`src/rtl/mem_port_arbiter.sv`:
```
`default_nettype none
// ============================================================================
// Module   : mem_port_arbiter
// Purpose  : Shares one single-port memory between fetch and load/store ports;
//            data port has priority, with a starvation guard and a watchdog.
// Revision : 1.0 - initial release
// ============================================================================
module mem_port_arbiter #(
  parameter int ADDR_W       = 32,
  parameter int DATA_W       = 32,
  parameter int STARVE_LIMIT = 4,
  parameter int TIMEOUT      = 64
) (
  input  logic                  clock,
  input  logic                  reset,
  input  logic                  i_req,
  input  logic [ADDR_W-1:0]     i_addr,
  output logic                  i_ack,
  output logic [DATA_W-1:0]     i_rdata,
  input  logic                  d_req,
  input  logic                  d_we,
  input  logic [DATA_W/8-1:0]   d_be,
  input  logic [ADDR_W-1:0]     d_addr,
  input  logic [DATA_W-1:0]     d_wdata,
  output logic                  d_ack,
  output logic [DATA_W-1:0]     d_rdata,
  output logic                  err,
  output logic                  stall_f,
  output logic                  stall_m,
  output logic                  mem_req,
  output logic                  mem_we,
  output logic [DATA_W/8-1:0]   mem_be,
  output logic [ADDR_W-1:0]     mem_addr,
  output logic [DATA_W-1:0]     mem_wdata,
  input  logic                  mem_ack,
  input  logic [DATA_W-1:0]     mem_rdata
);

  localparam int BE_W = DATA_W / 8;
  localparam int SC_W = $clog2(STARVE_LIMIT + 1);
  localparam int TO_W = $clog2(TIMEOUT + 1);

  localparam logic [SC_W-1:0] c_starveMax = SC_W'(STARVE_LIMIT);
  localparam logic [TO_W-1:0] c_toLast    = TO_W'(TIMEOUT - 1);

  localparam logic [1:0] c_IDLE   = 2'd0;
  localparam logic [1:0] c_I_BUSY = 2'd1;
  localparam logic [1:0] c_D_BUSY = 2'd2;

  logic [1:0]        r_state;
  logic [SC_W-1:0]   r_starveCnt;
  logic [TO_W-1:0]   r_toCnt;
  logic              r_iAck;
  logic              r_dAck;
  logic              r_err;
  logic [DATA_W-1:0] r_iRdata;
  logic [DATA_W-1:0] r_dRdata;
  logic              r_memReq;
  logic              r_memWe;
  logic [BE_W-1:0]   r_memBe;
  logic [ADDR_W-1:0] r_memAddr;
  logic [DATA_W-1:0] r_memWdata;

  logic w_iElig;
  logic w_dElig;
  logic w_idle;
  logic w_busy;
  logic w_grantI;
  logic w_grantD;
  logic w_timeout;
  logic w_done;

  // A port whose ack is out this cycle still shows its old req; ignore it.
  assign w_iElig   = i_req & ~r_iAck;
  assign w_dElig   = d_req & ~r_dAck;
  assign w_idle    = (r_state == c_IDLE);
  assign w_busy    = (r_state == c_I_BUSY) | (r_state == c_D_BUSY);
  assign w_grantI  = w_idle & w_iElig & (~w_dElig | (r_starveCnt == c_starveMax));
  assign w_grantD  = w_idle & w_dElig & ~w_grantI;
  assign w_timeout = w_busy & ~mem_ack & (r_toCnt == c_toLast);
  assign w_done    = w_busy & (mem_ack | w_timeout);

  always_ff @(posedge clock or negedge reset) begin
    if (!reset) begin
      r_state    <= c_IDLE;
      r_toCnt    <= '0;
      r_iAck     <= 1'b0;
      r_dAck     <= 1'b0;
      r_err      <= 1'b0;
      r_iRdata   <= '0;
      r_dRdata   <= '0;
      r_memReq   <= 1'b0;
      r_memWe    <= 1'b0;
      r_memBe    <= '0;
      r_memAddr  <= '0;
      r_memWdata <= '0;
    end else begin
      r_iAck <= 1'b0;
      r_dAck <= 1'b0;
      r_err  <= 1'b0;
      case (r_state)
        c_IDLE: begin
          if (w_grantI) begin
            r_state    <= c_I_BUSY;
            r_memReq   <= 1'b1;
            r_memWe    <= 1'b0;
            r_memBe    <= '1;
            r_memAddr  <= i_addr;
            r_memWdata <= '0;
            r_toCnt    <= '0;
          end else if (w_grantD) begin
            r_state    <= c_D_BUSY;
            r_memReq   <= 1'b1;
            r_memWe    <= d_we;
            r_memBe    <= d_be;
            r_memAddr  <= d_addr;
            r_memWdata <= d_wdata;
            r_toCnt    <= '0;
          end
        end
        c_I_BUSY, c_D_BUSY: begin
          if (w_done) begin
            r_state  <= c_IDLE;
            r_memReq <= 1'b0;
            r_err    <= w_timeout;
            if (r_state == c_I_BUSY) begin
              r_iAck   <= 1'b1;
              r_iRdata <= w_timeout ? '0 : mem_rdata;
            end else begin
              r_dAck   <= 1'b1;
              r_dRdata <= (w_timeout | r_memWe) ? '0 : mem_rdata;
            end
          end else begin
            r_toCnt <= r_toCnt + TO_W'(1);
          end
        end
        default: begin
          r_state  <= c_IDLE;
          r_memReq <= 1'b0;
        end
      endcase
    end
  end

  // Counts data grants that bypassed a waiting fetch.
  always_ff @(posedge clock or negedge reset) begin
    if (!reset) begin
      r_starveCnt <= '0;
    end else if (!i_req || w_grantI) begin
      r_starveCnt <= '0;
    end else if (w_grantD && (r_starveCnt != c_starveMax)) begin
      r_starveCnt <= r_starveCnt + SC_W'(1);
    end
  end

  assign i_ack     = r_iAck;
  assign d_ack     = r_dAck;
  assign err       = r_err;
  assign i_rdata   = r_iRdata;
  assign d_rdata   = r_dRdata;
  assign mem_req   = r_memReq;
  assign mem_we    = r_memWe;
  assign mem_be    = r_memBe;
  assign mem_addr  = r_memAddr;
  assign mem_wdata = r_memWdata;
  assign stall_f   = i_req & ~r_iAck;
  assign stall_m   = d_req & ~r_dAck;

endmodule
`default_nettype wire

```
`config.mk`:
```
export PLATFORM = sky130hd
export DESIGN_NAME = mem_port_arbiter
export DESIGN_NICKNAME = d
export VERILOG_FILES = /design/src/rtl/mem_port_arbiter.sv
export SDC_FILE = /design/constraint.sdc
export NUM_CORES = 1
export LEC_CHECK = 0
export BUFFER_PORTS_ARGS = -buffer_cell sky130_fd_sc_hd__buf_2
export CORE_MARGIN = 2
export CORE_UTILIZATION = 43
export DETAILED_ROUTE_END_ITERATION = 10
export GPL_ROUTABILITY_DRIVEN = 0
export PLACE_DENSITY = 0.75
export SLEW_MARGIN = 20
export SYNTH_ARGS = -nofsm -noshare
export SYNTH_HDL_FRONTEND = slang
export SYNTH_SLANG_ARGS = --single-unit
```
`constraint.sdc`:
```
create_clock -name clock -period 2.4 [get_ports clock]
set_input_delay 0.48 -clock clock [delete_from_list [all_inputs] [get_ports clock]]
set_output_delay 0.48 -clock clock [all_outputs]
set_load 0.005 [all_outputs]
```
==> results.tsv, run 1 <==
metric	value	unit
grt.overflow.total	0	
drt_iter0_drc	283	
multi_input_area	1968	µm²
numClockSinks	149	
vias_per_cell	5.244	
ys_ff_latch	149	
cts-root-buf	clkbuf_16	
drc	0	
port_buffers	276	
dr.pass1.iters	4	
seq_area_frac_synth	62.99	%
stdcell_area	8120	µm²
layout_commonest_cell	buf_2	
critical_path_arrival	2.37	ns
syn-num-nets	599	
fmax	0.4703	GHz
placed_cell_area	7466	µm²
cap_viol_max_count	0	
hpwlAfterDp	11.44	mm
maxSlewViolCount	0	
worst_slew_pin_slew	0.9128	ns
maxSlewHeadroom	39.15	%
layout_common_cells	buf_2 (275), dfrtp_1 (149), a22o_1 (97), nand2_1 (36), mux2i_1 (33)	
cp_cell_sequence	inv_1 -> ha_1 -> nand3b_2 -> a21oi_4 -> buf_12 -> mux2i_1 -> o21ai_1	
ir_drop	0.6343	mV
skew	0.01085	ns
ys_types	36	
crit_fanout	33	
cts_tree	yes	
worst_hold_slack	0.02817	ns
hp-class	in -> async	
drive_gt1_share	43.99	%
worst-setup-path-type	reg -> reg	
holdBufCountCts	0	
die_h	121.3	µm
ios	277	
rows	42	
grt_max_degree	98	
cts_buffer_depth	2	
finalCritPeriodShare	88.59	%
fin_crit	2.126	ns
coreArea	13350	µm²
required	2.64	ns
layout.nets	872	
static-leakage-power	4.235	nW
diodes	0	
worst-path-buf-inv	2	
wirelength	16.14	mm
cp_slowest_cell	ha_1	
p_per_area	1396	nW/µm²
numCtsBuffers	17	
final_antenna_net_count	0	
rsz0062_at_grt	no	
synthToLayoutAreaGrowth	37.18	%
htree_num_levels	4	
wl_per_cell	17.61	µm
postCtsSetupRepairBufs	0	
yosysWarnings	0	
tns	0	ns
start_util	44.35	%
grt.total_usage	21.94	%
antenna_found_initial	0	
die-area	14720	µm²
syn_avg_cell_area	12.98	µm²
finalHoldViolations	0	
max_stage_delay	0.39	ns
finalSetupViolCount	0	
regArea	3729	µm²
path_delay_family	adder cells	
grt_pass1_vias	5022	
clkLatencyLatePin	0.41	ns
startpoint_type	flip-flop	
grt_pass1_wl	25.25	mm
crit_path_end_kind	flip-flop	
die_w	121.3	µm
stdcell_count	917	
layout_setup_ws	0.2738	ns
synthCells	456	
netlist_area	5919	µm²
cts.clk_slew.worst_paths	0.06	ns
ctsResizeCount	0	
place_inst	886	
pre_cts_ws	0.2634	ns
num-fill-cells	1099	
vias	4809	
status	finished clean	
synth_stat cells, drive strengths merged:
master | instances | area (µm²)
a21boi | 2 | 15.01
a21oi | 3 | 26.28
a22o | 97 | 849.6
a31oi | 8 | 50.05
and3 | 2 | 12.51
buf | 22 | 151.4
clkbuf | 10 | 37.54
dfrtp | 149 | 3729
ha | 5 | 62.56
inv | 13 | 48.79
mux2i | 33 | 330.3
nand2 | 36 | 135.1
nand2b | 4 | 27.53
nand3 | 6 | 30.03
nand3b | 1 | 11.26
nand4 | 2 | 12.51
nor2 | 6 | 25.03
nor2b | 4 | 25.02
nor3b | 1 | 12.51
o211a | 1 | 10.01
o211ai | 1 | 12.51
o21a | 1 | 15.01
o21ai | 40 | 211.5
o22a | 6 | 52.55
o32ai | 1 | 8.760
xnor2 | 1 | 8.760
xor2 | 1 | 8.760
power by group:
group          switching [mW]  leakage, nW  internal, mW  total [mW]
registers               0.628         1.89          3.60        4.23
clock network           0.999        0.317          1.90        2.90
logic                    2.16         2.03          2.04        4.20
registers in the layout, summed over array words and instances (netlist names):
register     flops
mem_req          1
mem_wdata       32
i_rdata         32
mem_addr        32
i_ack            1
mem_be           4
r_state          2
mem_we           1
d_ack            1
r_starveCnt      3
r_toCnt          7
err              1
d_rdata         32
through the flow:
| step | util, % | power (mW) |
|---|---|---|
| floorplan | - | 6.676 |
| global placement | 55.90 | 8.244 |
| global route | 60.84 | 12.05 |
| CTS | 60.84 | 11.45 |
| finish | 60.84 | 11.34 |
| detailed placement | 55.93 | 8.497 |
cell type report:
| cell class | instances | area share, % |
|---|---|---|
| Clock buffer | 20 | 5.624 |
| Clock inverter | 11 | 2.435 |
| Inverter | 13 | 0.6009 |
| Multi-Input combinational cell | 262 | 24.24 |
| Sequential cell | 149 | 45.92 |
| Tap cell | 176 | 2.712 |
| Timing Repair Buffer | 286 | 18.47 |
worst paths after layout:
kind | from | end | slack, ns | cells past startpoint
min reg2reg | mem_addr[12] | mem_addr[12] | 0.48 | 2
max | r_state[0] | mem_addr[18] | 0.27 | 7
max reg2reg | r_state[0] | mem_addr[18] | 0.27 | 7
min | reset | d_rdata[1] | 0.03 | 1
max in group asynchronous | reset | i_rdata[25] | 1.73 | 2
min in group clock | d_wdata[13] | mem_wdata[13] | 0.29 | 2
logic make-up after synthesis:
logic type / synth area share (%)
AOI/OAI and AO/OA: 21.14
xor gates and xnor gates: 0.2960
muxes: 5.580
buffers and inverters: 4.016
adders and majority gates: 1.057
DFF: 62.99
and+or+nand+nor: 4.925
per-layer routing:
metal | vias up | GRT usage (%) | routed length, µm
li1 | 2225 | - | -
met1 | 2361 | 25.86 | 6335
met2 | 210 | 39.36 | 8316
met3 | 13 | 5.780 | 1312
met4 | 0 | 6.250 | 179
met5 | - | 0 | 0
worst register-to-register path, stage by stage (launching register included):
cell,delay [ns]
dfrtp_1,0.38
inv_1,0.08
ha_1,0.39
nand3b_2,0.19
a21oi_4,0.23
buf_12,0.25
mux2i_1,0.34
o21ai_1,0.10
No activity file was read; power rests on OpenSTA's default activity.
==> run 2: changes to the inputs <==
Settings changed: CORE_UTILIZATION 43 to 30, PLACE_DENSITY 0.75 to default.
==> results.tsv, run 2 (synthesis results as in run 1) <==
metric	value	unit	change
status	finished clean		
cts-root-buf	clkbuf_16		
die-area	20870	µm²	+42%
htree_num_levels	4		unchanged
worst_hold_slack	0.02125	ns	-0.006922 ns
pre_cts_ws	0.1270	ns	-0.1364 ns
die_w	144.5	µm	+19%
drc	0		unchanged
numCtsBuffers	17		unchanged
rows	51		+21%
wirelength	16.59	mm	+2.8%
finalCritPeriodShare	92.18	%	+3.6 points
layout_commonest_cell	buf_2		
layout_common_cells	buf_2 (275), dfrtp_1 (149), a22o_1 (97), nand2_1 (36), mux2i_1 (33)		
ctsResizeCount	0		unchanged
cp_slowest_cell	nor2_2		
startpoint_type	flip-flop		
drive_gt1_share	44.43	%	+0.43 points
ios	277		unchanged
fmax	0.4520	GHz	-3.9%
tns	0	ns	unchanged
cap_viol_max_count	0		unchanged
layout.nets	875		+0.34%
dr.pass1.iters	4		unchanged
fin_util	42.07	%	-19 points
regArea	3729	µm²	unchanged
vias_per_cell	4.599		-12%
worst_slew_pin_slew	1.020	ns	+0.1069 ns
wl_per_cell	16.40	µm	-6.9%
multi_input_area	1963	µm²	-0.25%
antenna_found_initial	2		+2
static-leakage-power	4.205	nW	-0.70%
final_antenna_net_count	0		unchanged
crit_path_end_kind	flip-flop		
place_inst	978		+10%
port_buffers	276		unchanged
critical_path_arrival	2.56	ns	+0.19 ns
cts_tree	yes		
rsz0062_at_grt	no		
start_util	30.51	%	-14 points
grt.total_usage	15.57	%	-6.4 points
coreArea	19400	µm²	+45%
hpwlAfterDp	11.69	mm	+2.2%
p_per_area	1337	nW/µm²	-4.2%
hp-class	in -> async		
numClockSinks	149		unchanged
die_h	144.5	µm	+19%
fin_crit	2.212	ns	+0.08617 ns
holdBufCountCts	0		unchanged
postCtsSetupRepairBufs	0		unchanged
cp_cell_sequence	inv_1 -> ha_1 -> nand3b_2 -> a21oi_4 -> nor2_2 -> buf_4 -> a22o_1		
grt.overflow.total	0		unchanged
synthToLayoutAreaGrowth	37.86	%	
required	2.75	ns	+0.11 ns
stdcell_count	1012		+10%
drt_iter0_drc	168		-41%
worst-path-buf-inv	2		unchanged
grt_pass1_vias	4668		-7.0%
layout_setup_ws	0.1876	ns	-0.08617 ns
grt_max_degree	98		unchanged
finalSetupViolCount	0		unchanged
grt_pass1_wl	24.90	mm	-1.4%
cts.clk_slew.worst_paths	0.07	ns	about the same
maxSlewViolCount	0		unchanged
path_delay_family	simple AND/OR/NAND/NOR gates		
finalHoldViolations	0		unchanged
cts_buffer_depth	2		unchanged
crit_fanout	23		-30%
ir_drop	0.5860	mV	-7.6%
num-fill-cells	1941		+77%
skew	0.01004	ns	-0.0008074 ns
max_stage_delay	0.76	ns	+0.37 ns
maxSlewHeadroom	31.95	%	-7.2 points
worst-setup-path-type	reg -> reg		
clkLatencyLatePin	0.41	ns	about the same
vias	4654		-3.2%
## run 2: report_power, final
part / total (mW) / switching, mW / internal [mW]
logic: 4.21 / 2.12 / 2.09
clock network: 2.54 / 1.17 / 1.37
registers: 4.15 / 0.559 / 3.60
## run 2: worst paths after layout
check	startpoint	end	slack [ns]	cells after the start
max	r_state[0]	mem_wdata[24]	0.19	7
min	reset	i_rdata[25]	0.02	1
max reg2reg	r_state[0]	mem_wdata[24]	0.19	7
min reg2reg	mem_addr[2]	mem_addr[2]	0.48	2
max in group asynchronous	reset	mem_wdata[0]	1.69	2
min in group clock	d_be[2]	mem_be[2]	0.27	2
## run 2: per-layer routing
metal / global-route usage (%) / part of all wire (%) / vias to the layer above
li1: - / - / 2232
met4: 3.986 / 0.64 / 0
met1: 19.58 / 44 / 2207
met2: 25.07 / 46 / 208
met5: 0 / 0 / -
met3: 6.258 / 9.1 / 7
## run 2: layout make-up
type                       count  area share [%]
antenna                        2         0.06133
sequential                   149           45.69
multi-input combinational    262           24.06
timing repair buffer         289           18.66
clock inverter                15           1.656
inverter                      13          0.5980
tap                          265           4.063
clock buffer                  17           5.213
## run 2: metrics by stage
stage | power [mW] | area [µm²]
after floorplan | 6.676 | 5919
after global placement | 8.448 | 7595
after detailed placement | 8.494 | 7595
final | 10.91 | 8160
after global routing | 11.74 | 8158
after CTS | 11.09 | 8155
==> run 3: changes to the inputs <==
==> constraint.sdc (replaced) <==
create_clock -name clock -period 2.4 [get_ports clock]
set_input_delay 0.24 -clock clock [delete_from_list [all_inputs] [get_ports clock]]
set_output_delay 0.24 -clock clock [all_outputs]
set_load 0.005 [all_outputs]
==> results.tsv, run 3 (synthesis results as in run 1) <==
metric	value	unit	change
coreArea	19400	µm²	unchanged
htree_num_levels	4		unchanged
vias	4670		+0.34%
fin_crit	2.086	ns	-0.1267 ns
finalCritPeriodShare	86.90	%	-5.3 points
cp_cell_sequence	inv_1 -> ha_1 -> nand3b_2 -> a21oi_4 -> buf_4 -> mux2i_1 -> o21ai_1		
critical_path_arrival	2.37	ns	-0.19 ns
die_h	144.5	µm	unchanged
status	finished clean		
die_w	144.5	µm	unchanged
cp_slowest_cell	buf_4		
static-leakage-power	4.231	nW	+0.60%
grt_pass1_vias	4605		-1.3%
numCtsBuffers	17		unchanged
finalHoldViolations	0		unchanged
cts-root-buf	clkbuf_16		
dr.pass1.iters	4		unchanged
skew	0.006836	ns	-0.003203 ns
drc	0		unchanged
crit_path_end_kind	flip-flop		
postCtsSetupRepairBufs	0		unchanged
min_to	mem_be[2]		
power	11.17	mW	+2.4%
layout_common_cells	buf_2 (275), dfrtp_1 (149), a22o_1 (97), nand2_1 (36), mux2i_1 (33)		
maxSlewHeadroom	56.11	%	+24 points
ir_drop	0.4929	mV	-16%
final_antenna_net_count	0		unchanged
required	2.69	ns	-0.06 ns
tns	0	ns	unchanged
drive_gt1_share	44.09	%	-0.34 points
rr_worst_depth	7		unchanged
worst_slew_pin_slew	0.6568	ns	-0.3629 ns
worst-path-buf-inv	2		unchanged
cts_tree	yes		
hpwlAfterDp	11.66	mm	-0.21%
finalSetupViolCount	0		unchanged
cts_buffer_depth	2		unchanged
cts.clk_slew.worst_paths	0.06	ns	about the same
num-fill-cells	1943		+0.10%
hp-class	in -> reg		
fmax	0.4795	GHz	+6.1%
fin_util	42.31	%	+0.25 points
holdPathStages	2		
max_stage_delay	0.48	ns	-0.28 ns
stdcell_count	1009		-0.30%
reg2reg_slack	0.31	ns	+0.13 ns
layout_commonest_cell	buf_2		
vias_per_cell	4.628		+0.64%
cap_viol_max_count	0		unchanged
diodes	0		-2
ios	277		unchanged
synthToLayoutAreaGrowth	38.66	%	
worst_hold_slack	0.03614	ns	+0.01489 ns
rsz0062_at_grt	no		
path_delay_family	buffers and inverters		
worst-setup-path-type	reg -> reg		
grt.overflow.total	0		unchanged
port_buffers	276		unchanged
place_inst	978		unchanged
reg2reg_to	mem_addr[19]		
grt_max_degree	98		unchanged
grt.total_usage	15.73	%	+0.15 points
start_util	30.51	%	unchanged
antenna_found_initial	0		-2
crit_fanout	33		+43%
p_per_area	1361	nW/µm²	+1.8%
regArea	3729	µm²	unchanged
maxSlewViolCount	0		unchanged
drt_iter0_drc	185		+10%
clkLatencyLatePin	0.42	ns	about the same
multi_input_area	1968	µm²	+0.26%
grt_pass1_wl	24.81	mm	-0.36%
r2r_start	r_state[1]		
die-area	20870	µm²	unchanged
numClockSinks	149		unchanged
wl_per_cell	16.47	µm	+0.45%
layout.nets	876		+0.11%
worstHoldStart	d_be[2]		
startpoint_type	flip-flop		
rows	51		unchanged
wirelength	16.62	mm	+0.16%
==> run 3: cell types whose count changed in the layout (fill, tap and decap cells not counted), sizes merged <==
cell,delta
diode,-2
clkbuf,+1
inv,-8
clkinvlp,-1
dlygate4sd3,+1
clkinv,+2
bufinv,+4
==> run 3: what timing repair did <==
action,in CTS,in global routing
endpoints found under the hold margin,50,0
gates resized for setup,0,0
hold buffers,1,0
setup endpoints to repair,0,0
==> run 3: routing by layer <==
layer / vias up / global-route usage, % / part of all wire (%)
met2: 211 / 25.37 / 46
met1: 2217 / 19.96 / 44
met4: 0 / 4.905 / 0.93
li1: 2231 / - / -
met3: 11 / 5.397 / 8.9
met5: - / 0 / 0
==> run 3: worst max path at each step <==
stage                     depth (start not counted)            end  startpoint  slack [ns]
after CTS                                         7  mem_wdata[27]  r_state[0]        0.11
final                                             7   mem_addr[19]  r_state[1]        0.31
after global routing                              7   mem_addr[16]  r_state[1]        0.15
after floorplan                                   8  mem_wdata[25]  r_state[0]        0.72
after detailed placement                          7  mem_wdata[28]  r_state[0]        0.15
after global placement                            7   mem_wdata[0]  r_state[0]        0.14
==> run 3: final cells by class <==
type	count	share of cell area, %
multi-input combinational	262	23.98
tap	265	4.040
clock buffer	18	5.229
inverter	13	0.5945
clock inverter	12	2.210
sequential	149	45.43
timing repair buffer	290	18.52
==> run 3: power by group <==
group | internal [mW] | leakage (nW) | switching, mW
clock | 1.73 | 0.296 | 1.05
combinational | 2.08 | 2.05 | 2.15
sequential | 3.60 | 1.89 | 0.560
total | 7.41 | 4.23 | 3.76
==> run 3: worst reg2reg max path: cells and delay by family (launching register included) <==
family	cells	cell delay (ns)
muxes	1	0.33
AOI/OAI and AO/OA	2	0.26
DFF	1	0.38
buffers and inverters	2	0.56
adders and majority gates	1	0.27
and+or+nand+nor	1	0.16
==> run 3: metrics by stage <==
| step | cell area, µm² | setup WS (ns) |
|---|---|---|
| 6_report | 8208 | 0.3143 |
| 5_1_grt | 8208 | 0.1460 |
| 3_5_place_dp | 7582 | 0.1451 |
| 2_1_floorplan | 5919 | 0.7238 |
| 3_3_place_gp | 7582 | 0.1416 |
| 4_1_cts | 8203 | 0.1090 |
